==> config.mk <==
export PLATFORM = sky130hd
export DESIGN_NAME = one_wire_tx_sequencer
export DESIGN_NICKNAME = d
export VERILOG_FILES = /design/src/rtl/one_wire_tx_sequencer.sv
export SDC_FILE = /design/constraint.sdc
export NUM_CORES = 1
export LEC_CHECK = 0
export ABC_CLOCK_PERIOD_IN_PS = 3350
export CAP_MARGIN = 40
export CORE_MARGIN = 5
export CORE_UTILIZATION = 53
export DETAILED_ROUTE_END_ITERATION = 8
export GPL_TIMING_DRIVEN = 1
export MAX_ROUTING_LAYER = met4
export PLACE_DENSITY_LB_ADDON = 0.2
export RECOVER_POWER = 25
export SYNTH_ARGS = -nofsm -noshare
export SYNTH_HDL_FRONTEND = slang
export SYNTH_SLANG_ARGS = --single-unit
==> constraint.sdc <==
create_clock -name clk -period 3.35 [get_ports clk]
set_clock_uncertainty 0.2 [all_clocks]
set_input_delay 0.5025 -clock clk [delete_from_list [all_inputs] [get_ports clk]]
set_output_delay 0.5025 -clock clk [all_outputs]
set_load 0.05 [all_outputs]
==> src/rtl/one_wire_tx_sequencer.sv <==
// one_wire_tx_sequencer
//   Byte-level transmit sequencer feeding a 1-Wire write-bit slot generator.
//   Words from the controller are buffered in a small FIFO and each word is
//   serialised LSB first, one slot request per bit. The next slot is requested
//   only after the previous one reports completion. Abort flushes the FIFO but
//   lets an in-flight slot finish so the bus is never left mid-slot.
//
// Ports
//   clk, rst           system clock, synchronous active-high reset
//   s_valid/s_ready    upstream word handshake
//   s_data, s_last     word to send (LSB first) and end-of-frame flag
//   abort              single-cycle flush-and-stop request
//   bit_start          one-cycle slot request to the slot generator
//   bit_value          bit for the current slot, stable for the whole slot
//   bit_done           one-cycle slot-complete pulse from the slot generator
//   busy               sequencer active or FIFO non-empty
//   byte_sent          pulse: last bit of a word completed
//   frame_done         pulse: last bit of an s_last word completed
//   aborted            pulse: abort sequence finished
//   fifo_count         current FIFO occupancy
module one_wire_tx_sequencer #(
  parameter int unsigned FIFO_DEPTH = 4,
  parameter int unsigned WORD_W     = 8
) (
  input  logic                          clk,
  input  logic                          rst,
  input  logic                          s_valid,
  output logic                          s_ready,
  input  logic [WORD_W-1:0]             s_data,
  input  logic                          s_last,
  input  logic                          abort,
  output logic                          bit_start,
  output logic                          bit_value,
  input  logic                          bit_done,
  output logic                          busy,
  output logic                          byte_sent,
  output logic                          frame_done,
  output logic                          aborted,
  output logic [$clog2(FIFO_DEPTH):0]   fifo_count
);

  localparam int unsigned PTR_W = $clog2(FIFO_DEPTH);
  localparam int unsigned CNT_W = $clog2(FIFO_DEPTH) + 1;
  localparam int unsigned BIT_W = $clog2(WORD_W);

  typedef enum logic [1:0] {
    StIdle,
    StIssue,
    StWaitDone,
    StFlush
  } state_t;

  state_t                r_state;
  logic [WORD_W-1:0]     r_mem [FIFO_DEPTH];
  logic                  r_last_mem [FIFO_DEPTH];
  logic [PTR_W-1:0]      r_wptr;
  logic [PTR_W-1:0]      r_rptr;
  logic [CNT_W-1:0]      r_count;
  logic [WORD_W-1:0]     r_shreg;
  logic                  r_sh_last;
  logic [BIT_W-1:0]      r_bit_cnt;
  logic                  r_bit_start;
  logic                  r_byte_sent;
  logic                  r_frame_done;
  logic                  r_aborted;

  logic w_full;
  logic w_empty;
  logic w_push;
  logic w_pop;
  logic w_clear;

  assign w_full  = (r_count == CNT_W'(FIFO_DEPTH));
  assign w_empty = (r_count == '0);
  // No full-bypass: a pop in the same cycle does not reopen a full FIFO.
  assign s_ready = !w_full && (r_state != StFlush) && !abort;
  assign w_push  = s_valid && s_ready;
  // Abort takes priority over loading the next word.
  assign w_pop   = (r_state == StIdle) && !w_empty && !abort;
  assign w_clear = abort && (r_state != StFlush);

  assign bit_start  = r_bit_start;
  assign bit_value  = r_shreg[0];
  assign byte_sent  = r_byte_sent;
  assign frame_done = r_frame_done;
  assign aborted    = r_aborted;
  assign fifo_count = r_count;
  // Pulse terms keep busy high through the completion pulse so it falls one cycle later.
  assign busy = (r_state != StIdle) || !w_empty || r_byte_sent || r_aborted;

  // Storage needs no reset; validity is tracked by the pointers and count.
  always_ff @(posedge clk) begin
    if (w_push) begin
      r_mem[r_wptr]      <= s_data;
      r_last_mem[r_wptr] <= s_last;
    end
  end

  always_ff @(posedge clk) begin
    if (rst) begin
      r_state      <= StIdle;
      r_wptr       <= '0;
      r_rptr       <= '0;
      r_count      <= '0;
      r_shreg      <= '0;
      r_sh_last    <= 1'b0;
      r_bit_cnt    <= '0;
      r_bit_start  <= 1'b0;
      r_byte_sent  <= 1'b0;
      r_frame_done <= 1'b0;
      r_aborted    <= 1'b0;
    end else begin
      r_bit_start  <= 1'b0;
      r_byte_sent  <= 1'b0;
      r_frame_done <= 1'b0;
      r_aborted    <= 1'b0;

      // FIFO bookkeeping; clear and push never coincide since abort drops s_ready.
      if (w_clear) begin
        r_wptr  <= '0;
        r_rptr  <= '0;
        r_count <= '0;
      end else begin
        if (w_push) r_wptr <= r_wptr + PTR_W'(1);
        if (w_pop)  r_rptr <= r_rptr + PTR_W'(1);
        if (w_push && !w_pop) begin
          r_count <= r_count + CNT_W'(1);
        end else if (!w_push && w_pop) begin
          r_count <= r_count - CNT_W'(1);
        end
      end

      unique case (r_state)
        StIdle: begin
          if (abort) begin
            r_aborted <= 1'b1;
          end else if (!w_empty) begin
            r_shreg     <= r_mem[r_rptr];
            r_sh_last   <= r_last_mem[r_rptr];
            r_bit_cnt   <= '0;
            r_bit_start <= 1'b1;
            r_state     <= StIssue;
          end
        end
        StIssue: begin
          // bit_done here is spurious and ignored; the slot has only just been requested.
          r_state <= abort ? StFlush : StWaitDone;
        end
        StWaitDone: begin
          if (bit_done) begin
            if (abort) begin
              // Completing slot is the final one; partial word is dropped silently.
              r_aborted <= 1'b1;
              r_state   <= StIdle;
            end else if (r_bit_cnt < BIT_W'(WORD_W - 1)) begin
              r_shreg     <= {1'b0, r_shreg[WORD_W-1:1]};
              r_bit_cnt   <= r_bit_cnt + BIT_W'(1);
              r_bit_start <= 1'b1;
              r_state     <= StIssue;
            end else begin
              r_byte_sent  <= 1'b1;
              r_frame_done <= r_sh_last;
              r_state      <= StIdle;
            end
          end else if (abort) begin
            r_state <= StFlush;
          end
        end
        StFlush: begin
          if (bit_done) begin
            r_aborted <= 1'b1;
            r_state   <= StIdle;
          end
        end
        default: r_state <= StIdle;
      endcase
    end
  end

endmodule
# [After elaboration in Yosys (flattened, before gate mapping)]
# Memories as Yosys holds them, arrays and structs flattened. A register that Yosys moved wholly into a read port is not among the register bits.
# Cells that the tools add are included.
[totals] regBits=24 mem_bits_rw=36 input_bits=14 output_inout_bits=10 word_cells=99 n_memories=2
[memory_table] name="r_mem" depth=4 word_bits=8 rd=1 rd_ports_with_merged_regs=1 write_ports=1 line_no="54" source="logic [WORD_W-1:0] r_mem [FIFO_DEPTH];"
[memory_table] name="r_last_mem" depth=4 word_bits=1 rd=1 rd_ports_with_merged_regs=1 write_ports=1 line_no="55" source="logic r_last_mem [FIFO_DEPTH];"
[op_classes] addsub=5 magnitude_cmp=1 eq_ne=12 muxes=38 n_bitwise=4 reduce_logical=27
[op_table] op="$mux W8" n=5
[op_table] op="$mux W3" n=7
[op_table] op="$pmux W8 S2" n=1
[op_table] op="$mux W1" n=14
[op_table] op="$mux W2" n=7
[op_table] op="$ne A2 B2 Y1 const B" n=7
[op_table] op="$logic_and A1 B1 Y1" n=8
[op_table] op="$pmux W2 S4" n=1
[op_table] op="$add A3 B1 Y3 const B" n=2
[op_table] op="$pmux W3 S2" n=1
[op_table] op="$reduce_and A6 Y1" n=1
[op_table] op="$reduce_bool A2 Y1" n=3
[op_table] op="$logic_not A1 Y1" n=5
[op_table] op="$reduce_or A5 Y1" n=1
[op_table] op="$add A2 B1 Y2 const B" n=2
[op_table] op="$eq A2 B2 Y1 const B" n=2
[op_table] op="$not A1 Y1" n=4
[op_table] op="$reduce_and A4 Y1" n=1
[op_table] op="$reduce_or A4 Y1" n=1
[op_table] op="$eq A3 B3 Y1 const B" n=1
[op_table] op="$logic_not A3 Y1" n=1
[op_table] op="$logic_or A1 B1 Y1" n=3
[op_table] op="$lt A3 B3 Y1 const B" n=1
[op_table] op="$ne A3 B3 Y1 const B" n=1
[op_table] op="7 further kinds" n=7

# [Logic depth before layout (Yosys ltp)]
# Gate-level depths: netlist of run 1.
[logic_depth] word_depth=9 mapped_depth=11

# [Worst setup path after synthesis of run 1]
# OpenSTA, ideal clock, no wires.
[synth_path] path_type="reg2out" from="register r_count[0] (netlist: fifo_count[0])" to="output port s_ready" arrival_time_ps=2017 path_slack_ps=631 path_stages_with_launch=3 path_buffers=0 path_cell_list="dfxtp_1 nor3b_1 nor3b_1"
[synth_between] elab_chain_len=4
[synth_lines] element="from (decl)" line_no="58" source="logic [CNT_W-1:0] r_count;"
[synth_lines] element="from (signal assigned)" line_no="127" source="r_count <= r_count + CNT_W'(1);"
[synth_lines] element="from (signal assigned)" line_no="129" source="r_count <= r_count - CNT_W'(1);"
[synth_lines] element="$eq A3 B3 Y1" line_no="73" source="assign w_full = (r_count == CNT_W'(FIFO_DEPTH));"
[synth_lines] element="$logic_not A1 Y1" line_no="76" source="assign s_ready = !w_full && (r_state != StFlush) && !abort;"
[synth_lines] element="$logic_and A1 B1 Y1 (2 in a row)" line_no="76"
[synth_lines] element="to (decl)" line_no="28" source="output logic s_ready,"
# Every way passes these cells.

# [Final worst setup path of run 1]
[layout_path] from="register r_count[0] (netlist: fifo_count[0])" to="output port busy"
[layout_between] elab_chain_len=5
[layout_lines] element="$logic_not A3 Y1" line_no="74" source="assign w_empty = (r_count == '0);"
[layout_lines] element="$logic_not A1 Y1"
[layout_lines] element="$logic_or A1 B1 Y1 (3 in a row)" line_no="89" source="assign busy = (r_state != StIdle) || !w_empty || r_byte_sent || r_aborted;"
[layout_lines] element="to (decl)" line_no="35" source="output logic busy,"
# Every way passes these cells.

==> run_results.csv, run 1 <==
group,metric,value,unit
flow_run,drv_cap,0,
worst_setup_path,crit_arrival,2.45,ns
cells_and_area,utilization,62.1,%
cells_and_area,fin_nets,244,
clocking,cts_sinks,63,
detailed_routing,finalWirelength,4620,µm
yosys,synth_area_per_cell,13.9,µm²
yosys,synthFlopType,"edfxtp_1",
clocking,cts_buffers,9,
detailed_routing,wire_per_inst,15.5,µm
yosys,async_reset_ff_share,0,%
global_route,grt_overflow,0,
worst_setup_path,crit_type,"register to output pin",
detailed_routing,ant_nets,0,
cells_and_area,drive_gt1_share,14.0,%
global_route,grt_pass1_wl,7590,µm
yosys,synth_cells,201,
worst_setup_path,critPathRequiredTime,2.65,ns
detailed_routing,first_pass_iters,4,
die,coreArea,0.00511,mm²
yosys,synth-edff-count,36,
die,num_rows,26,
die,fp.dieH,82.5,µm
placed_design,dp_hpwl,3230,µm
timing,finalHoldViolations,0,
yosys,ys_ff_latch,63,
placed_design,place_congestion,0.743,
cells_and_area,syn2layout_area_growth,13.8,%
detailed_routing,vias_per_cell,5.36,
timing,finalSetupTns,0,ns
worst_setup_path,path_max_fanout,5,
timing,worstMarginPinSlew,0.842,ns
timing,period_needed,3.15,ns
global_route,grt_max_degree,24,
placed_design,placed_area,0.00299,mm²
worst_setup_path,worst_setup_path_start_kind,"register",
worst_setup_path,crit_path_max_incr_delay,0.72,ns
min_path,hp-class,"register to register",
yosys,yosysSeqAreaShare,58.2,%
clocking,cts_buffer_depth,2,
detailed_routing,dr.first_iter.drc_count,87,
yosys,yosysWarnings,0,
worst_setup_path,worst_path_max_delay_cell,"clkdlybuf4s50_1",
power_and_ir_drop,total_power,1.73,mW
clocking,cts.clk_slew.worst_paths,0.07,ns
timing,slew_viol_final,0,
timing,fin_crit_sh,94.2,%
detailed_routing,vias,1596,
clocking,htree_levels,3,
cells_and_area,final_common_cell,"edfxtp_1",
power_and_ir_drop,leakagePower,1.02,nW
yosys,synth.distinct_cells,41,
run_status,status,"completed",
yosys,syn_area,0.00279,mm²
cells_and_area,antenna_cells,0,
clocking,cts_setup_buffers,0,
clocking,cts_tree,"done",
die,dieArea,0.00681,mm²
yosys,syn_nets,222,
die,ios,24,
global_route,grt_pass1_vias,1564,
die,die_w,82.5,µm
detailed_routing,drc,0,
placed_design,port-buffer-count,23,
timing,clock.fmax,317,MHz
timing,rsz0062_at_grt,"false",
die,start_util,54.6,%
power_and_ir_drop,powerDensity,546,mW/mm²
global_route,grtUsageTotal,15.8,%
clocking,insertion_delay,0.33,ns
cells_and_area,layout_common_cells,"edfxtp_1, dfxtp_1, nor2_1",
worst_setup_path,worstPathCellList,"or3_4 -> or4b_2 -> clkdlybuf4s50_1",
cells_and_area,stdcell_area,0.00317,mm²
timing,max_slew_margin,43.8,%
worst_setup_path,cp-end-kind,"output pin",
timing,setup_viol,0,
clocking,cts_hold_buf,0,
power_and_ir_drop,peakVddDrop,0.266,mV
global_route,grt_antenna_before_repair,0,
clocking,ctsResizeCount,0,
clocking,cts_root_buf,"clkbuf_8",
[sequential cells by signal (all words and copies together), names as in the netlist, named ones only]
name / flops
r_shreg: 8
aborted: 1
r_bit_cnt: 3
r_last_mem: 4
r_wptr: 2
bit_start: 1
frame_done: 1
fifo_count: 3
r_state: 2
r_mem: 32
byte_sent: 1
r_rptr: 2
r_sh_last: 1
[synth_stat cells, types with 2 or more instances]
cell type | n | area, µm²
a2111oi_0 | 2 | 17.5
a2111oi_4 | 5 | 138
a21oi_1 | 7 | 35.0
and2_1 | 5 | 31.3
buf_2 | 2 | 10.0
buf_4 | 4 | 30.0
buf_6 | 5 | 56.3
dfxtp_1 | 27 | 541
edfxtp_1 | 36 | 1080
ha_1 | 6 | 75.1
inv_1 | 4 | 15.0
mux2i_1 | 17 | 170
mux4_2 | 2 | 45.0
nand2_1 | 3 | 11.3
nand3_1 | 3 | 15.0
nor2_1 | 22 | 82.6
nor3_1 | 12 | 60.1
nor3_2 | 5 | 50.1
nor3b_1 | 9 | 67.6
xnor2_1 | 2 | 17.5
xor2_1 | 3 | 26.3
[worst max-delay path: cells and delay by family, from the launching register on]
family / cells / cell delay, ns
flops: 1 / 0.37
buf+inv: 1 / 0.72
simple gates: 2 / 1.03
[final cells by class]
type	count	area [µm²]
Clock buffer	9	124
Clock inverter	7	53.8
Fill cell	406	1940
Inverter	4	15.0
Multi-Input combinational cell	121	1030
Sequential cell	63	1620
Tap cell	70	87.6
Timing Repair Buffer	24	238
[cells by family after synthesis]
logic type / count (synthesis) / synth area share (%)
AND/OR/NAND/NOR: 70 / 15.4
XOR/XNOR: 5 / 1.57
AO/OA/AOI/OAI: 20 / 8.89
multiplexers: 19 / 7.72
buffers and inverters: 17 / 4.80
flip-flops: 63 / 58.2
adder cells (fa/ha/maj): 7 / 3.41
[path summary, 6_finish.rpt]
kind            startpoint            end  slack (ns)  depth (start not counted)
max          fifo_count[0]           busy        0.20                          3
min           r_bit_cnt[1]   r_bit_cnt[1]        0.29                          2
max reg2reg  fifo_count[0]  fifo_count[2]        0.73                          9
min reg2reg   r_bit_cnt[1]   r_bit_cnt[1]        0.29                          2
[routing by layer]
| layer | up-vias | track usage, % | part of all wire, % |
|---|---|---|---|
| met5 | - | - | 0 |
| met4 | 0 | 5.72 | 1.3 |
| met3 | 7 | 4.66 | 4.5 |
| met2 | 30 | 24.4 | 48 |
| met1 | 773 | 19.9 | 46 |
| li1 | 786 | - | - |
[through the flow]
stage          worst slack (ns)  cells  hold slack, ns
6_report                  0.195    298           0.292
5_1_grt                   0.111    298           0.311
4_1_cts                   0.176    298           0.289
3_5_place_dp              0.254    282           0.278
3_3_place_gp              0.376    282           0.260
2_1_floorplan             0.631    201           0.229
[report_power, final]
part / switching [mW] / leakage, nW / internal [mW]
clock network: 0.267 / 0.0906 / 0.329
registers: 0.0310 / 0.546 / 0.850
logic: 0.151 / 0.384 / 0.103
total: 0.449 / 1.02 / 1.28
Power figures use the tool's default switching activity.
==> run 2: changes to the inputs <==
- CORE_ASPECT_RATIO: unset -> 1.25
- GPL_ROUTABILITY_DRIVEN: unset -> 0
- MAX_ROUTING_LAYER: met4 -> unset
==> run 2 against run 1 <==
  * Sequential share of layout area grew 0.43 points
  * Sequential power is essentially flat
  * First-iteration DRC count fell by 32%
  * Combinational power hardly changed
  * Register-to-register slack about the same
  * Final area down 0.83%
  * Clock power fell by 8.5%
  * Via count decreased by 0.63%
  * Worst hold slack hardly changed
  * Flip-flop and latch count is the same
==> run_results.csv, run 2 (same netlist as run 1, synthesis figures left out) <==
group,metric,value,unit
run_status,status,"completed",
worst_setup_path,cp-end-kind,"output pin",
clocking,cts_buffers,9,
die,dieArea,0.00682,mm²
timing,period_needed,3.15,ns
global_route,grtUsageTotal,15.1,%
worst_setup_path,crit_type,"register to output pin",
placed_design,dp_hpwl,3220,µm
worst_setup_path,worstPathCellList,"or3_4 -> or4b_2 -> clkdlybuf4s50_1",
clocking,cts_sinks,63,
worst_setup_path,worst_setup_path_start_kind,"register",
timing,fin_crit_sh,93.9,%
die,die_w,74.9,µm
die,start_util,54.9,%
power_and_ir_drop,total_power,1.68,mW
global_route,grt_pass1_wl,7790,µm
detailed_routing,wire_per_inst,16.2,µm
clocking,cts.clk_slew.worst_paths,0.07,ns
cells_and_area,final_common_cell,"edfxtp_1",
clocking,ctsResizeCount,0,
die,ios,24,
placed_design,port-buffer-count,23,
power_and_ir_drop,peakVddDrop,0.304,mV
cells_and_area,antenna_cells,0,
clocking,cts_setup_buffers,0,
cells_and_area,seq_area,0.00162,mm²
timing,clock.fmax,318,MHz
global_route,grt_overflow,0,
cells_and_area,top_regs,"r_mem x32, r_shreg x8, r_last_mem x4",
clocking,cts_buffer_depth,2,
detailed_routing,dr.first_iter.drc_count,59,
detailed_routing,finalWirelength,4700,µm
timing,max_slew_margin,44.5,%
power_and_ir_drop,netSwitchingFraction,26.3,%
timing,rsz0062_at_grt,"false",
cells_and_area,syn2layout_area_growth,12.8,%
worst_setup_path,crit_path_max_incr_delay,0.72,ns
cells_and_area,layout_common_cells,"edfxtp_1, dfxtp_1, nor2_1",
power_and_ir_drop,combPwrFrac,15.1,%
power_and_ir_drop,power.internal,1.24,mW
worst_setup_path,critPathRequiredTime,2.65,ns
clocking,cts_root_buf,"clkbuf_8",
power_and_ir_drop,pwr-share-seq,52.4,%
clocking,htree_levels,3,
global_route,grt_antenna_before_repair,0,
timing,setup_viol,0,
worst_setup_path,worst_path_max_delay_cell,"clkdlybuf4s50_1",
die,coreArea,0.00508,mm²
detailed_routing,ant_nets,0,
cells_and_area,largest_register_ffs,32,
global_route,grt_pass1_vias,1658,
detailed_routing,vias,1586,
timing,slew_viol_final,0,
clocking,cts_hold_buf,0,
global_route,grt_max_degree,24,
detailed_routing,drc,0,
power_and_ir_drop,power.switching,0.442,mW
cells_and_area,multi_input_area,0.00103,mm²
timing,finalSetupTns,0,ns
die,num_rows,29,
cells_and_area,max_flop_register,"r_mem",
min_path,hp-class,"register to register",
worst_setup_path,crit_arrival,2.44,ns
power_and_ir_drop,clock_power_share,32.5,%
detailed_routing,vias_per_cell,5.47,
flow_run,drv_cap,0,
clocking,insertion_delay,0.32,ns
cells_and_area,fill_cells,404,
power_and_ir_drop,leakagePower,1.01,nW
detailed_routing,first_pass_iters,4,
worst_setup_path,path_max_fanout,5,
clocking,cts_tree,"done",
timing,finalHoldViolations,0,
power_and_ir_drop,powerDensity,535,mW/mm²
cells_and_area,drive_gt1_share,14.0,%
cells_and_area,fin_nets,244,
die,fp.dieH,91.1,µm
timing,worstMarginPinSlew,0.832,ns
==> run 2: cell count changes in the layout (fill, tap and decap cells not counted) <==
cell,delta
bufinv_16,-1
clkinv_1,-4
dlygate4sd3_1,-1
clkbuf_8,+1
clkdlybuf4s50_1,+1
clkbuf_1,+4
==> run 2: area by class of cell <==
cell class                      instances  share of cell area [%]
Timing Repair Buffer                   24                    7.56
Clock buffer                           14                    4.85
Multi-Input combinational cell        121                    32.8
Tap cell                               62                    2.47
Sequential cell                        63                    51.6
Clock inverter                          2                   0.278
Inverter                                4                   0.477
==> run 2: through the flow <==
stage          worst slack [ns]  instances  instance area (µm²)  hold WS [ns]  util [%]
2_1_floorplan             0.631        201                 2790         0.229         -
5_1_grt                   0.138        290                 3150         0.314      61.9
6_report                  0.204        290                 3150         0.291      61.9
4_1_cts                   0.182        290                 3150         0.294      61.9
3_3_place_gp              0.378        274                 2980         0.259      58.7
3_5_place_dp              0.264        274                 2980         0.286      58.7
==> run 2: critical path: cells and delay by family, from the launching register on <==
| kind | cells | cell delay [ns] |
|---|---|---|
| flip-flops | 1 | 0.37 |
| AND/OR/NAND/NOR | 2 | 1.03 |
| buffers and inverters | 1 | 0.72 |
==> run 2: final timing paths <==
path | start | slack, ns | endpoint | cells past startpoint
worst max register to register | fifo_count[0] | 0.74 | fifo_count[2] | 9
worst max-delay path | fifo_count[0] | 0.20 | busy | 3
worst min-delay path | r_bit_cnt[1] | 0.29 | r_bit_cnt[1] | 2
worst min register to register | r_bit_cnt[1] | 0.29 | r_bit_cnt[1] | 2
==> run 2: routing by layer <==
metal	share of wire, %	global-route usage (%)
met1	44	19.9
met2	51	23.3
met3	3.9	3.09
met4	1.4	7.12
met5	0	0
==> run 2: power groups by stage <==
stage | logic [mW] | clock network (mW) | registers, mW
floorplan | 0.189 | 0 | 0.909
global placement | 0.249 | 0 | 0.895
detailed placement | 0.256 | 0 | 0.898
CTS | 0.257 | 0.559 | 0.881
global route | 0.275 | 0.591 | 0.885
finish | 0.254 | 0.546 | 0.881
==> run 3: changes to the inputs <==
- CELL_PAD_IN_SITES_DETAIL_PLACEMENT: unset -> 1
- CELL_PAD_IN_SITES_GLOBAL_PLACEMENT: unset -> 1
- CORE_UTILIZATION: 53 -> 33
==> run 3 against run 2 <==
  * Die area rose by 52%
  * Wire length is 9.7% higher
  * Final cell count up 13%
  * Worst hold slack worse by 0.019 ns
  * Combinational power is 2% higher
  * Critical path type unchanged
==> run_results.csv, run 3 (same netlist as run 1, synthesis figures left out) <==
group,metric,value,unit
timing,worstMarginPinSlew,0.861,ns
die,start_util,33.8,%
run_status,status,"completed",
cells_and_area,layout_common_cells,"edfxtp_1, dfxtp_1, nor2_1",
worst_setup_path,r2r-start,"fifo_count[0]",
timing,finalHoldViolations,0,
global_route,grt_overflow,0,
detailed_routing,vias,1566,
detailed_routing,wire_per_inst,15.8,µm
worst_setup_path,critPathRequiredTime,2.65,ns
clocking,ctsResizeCount,0,
cells_and_area,largest_register_ffs,32,
placed_design,dp_hpwl,3560,µm
timing,period_needed,3.17,ns
timing,clock.fmax,315,MHz
min_path,hp-class,"register to register",
cells_and_area,drive_gt1_share,16.5,%
worst_setup_path,r2r_setup_slack,0.75,ns
die,dieArea,0.0104,mm²
timing,setup_ws,0.180,ns
cells_and_area,finalNonFillerCells,327,
cells_and_area,syn2layout_area_growth,15.9,%
worst_setup_path,worst_path_max_delay_cell,"clkdlybuf4s50_1",
detailed_routing,dr.first_iter.drc_count,56,
global_route,grt_pass1_wl,8600,µm
timing,slew_viol_final,0,
global_route,grtUsageTotal,10.9,%
global_route,grt_pass1_vias,1656,
cells_and_area,antenna_cells,0,
worst_setup_path,crit_type,"register to output pin",
timing,max_slew_margin,42.6,%
power_and_ir_drop,peakVddDrop,0.236,mV
die,coreArea,0.00824,mm²
die,fp.dieH,113,µm
worst_setup_path,path_max_fanout,5,
global_route,grt_antenna_before_repair,0,
cells_and_area,final_common_cell,"edfxtp_1",
timing,fin_crit_sh,94.6,%
worst_setup_path,crit_path_max_incr_delay,0.72,ns
clocking,htree_levels,3,
detailed_routing,ant_nets,0,
detailed_routing,drc,0,
min_path,min_path_cells,1,
clocking,cts_setup_buffers,0,
detailed_routing,vias_per_cell,4.79,
cells_and_area,fill_cells,888,
power_and_ir_drop,total_power,1.77,mW
placed_design,port-buffer-count,23,
worst_setup_path,crit_arrival,2.47,ns
timing,setup_viol,0,
cells_and_area,top_regs,"r_mem x32, r_shreg x8, r_last_mem x4",
clocking,cts_sinks,63,
min_path,holdCritStartpoint,"r_sh_last",
placed_design,dp.cells,311,
die,num_rows,37,
min_path,hold_path_end,"frame_done",
die,ios,24,
detailed_routing,finalWirelength,5160,µm
worst_setup_path,worst_setup_path_start_kind,"register",
cells_and_area,utilization,39.2,%
clocking,cts.clk_slew.worst_paths,0.07,ns
global_route,grt_max_degree,24,
clocking,cts_hold_buf,0,
worst_setup_path,worstPathCellList,"or3_4 -> or4b_2 -> clkdlybuf4s50_1",
timing,finalSetupTns,0,ns
clocking,cts_tree,"done",
cells_and_area,stdcell_area,0.00323,mm²
cells_and_area,max_flop_register,"r_mem",
placed_design,dp_slack,0.287,ns
placed_design,placed_area,0.00304,mm²
worst_setup_path,r2r_cells,9,
worst_setup_path,reg2reg_to,"fifo_count[2]",
clocking,cts_buffer_depth,2,
timing,rsz0062_at_grt,"false",
flow_run,drv_cap,0,
die,die_w,92.2,µm
clocking,cts_root_buf,"clkbuf_8",
power_and_ir_drop,leakagePower,1.03,nW
clocking,cts_buffers,9,
power_and_ir_drop,powerDensity,548,mW/mm²
timing,fin_hold_ws,0.272,ns
worst_setup_path,cp-end-kind,"output pin",
cells_and_area,fin_nets,246,
detailed_routing,first_pass_iters,4,
clocking,insertion_delay,0.33,ns
## run 3: cell type report
class	instances	area, µm²	area share [%]
Sequential cell	63	1620	50.2
Multi-Input combinational cell	121	1030	32.0
Clock inverter	7	63.8	1.98
Clock buffer	9	124	3.83
Timing Repair Buffer	26	253	7.82
Tap cell	97	121	3.76
Inverter	4	15.0	0.465
## run 3: critical path, delay by kind of cell (launching register included)
kind          cells  cell delay (ns)
flops             1             0.38
buf+inv           1             0.72
simple gates      2             1.04
## run 3: routing by layer
metal | vias up | part of all wire, % | track usage [%]
li1 | 779 | - | -
met1 | 754 | 48 | 13.5
met5 | - | 0 | 0
met4 | 0 | 1.9 | 5.05
met2 | 26 | 47 | 17.3
met3 | 7 | 3.4 | 3.39
## run 3: how the worst max path moves through the flow
stage,endpoint,from
floorplan,s_ready,fifo_count[0]
global placement,fifo_count[2],abort
detailed placement,fifo_count[2],abort
CTS,busy,fifo_count[0]
global route,busy,fifo_count[0]
finish,busy,fifo_count[0]
## run 3: report_power, final
part	internal, mW	switching (mW)
Combinational	0.106	0.152
Clock	0.337	0.296
Sequential	0.849	0.0309
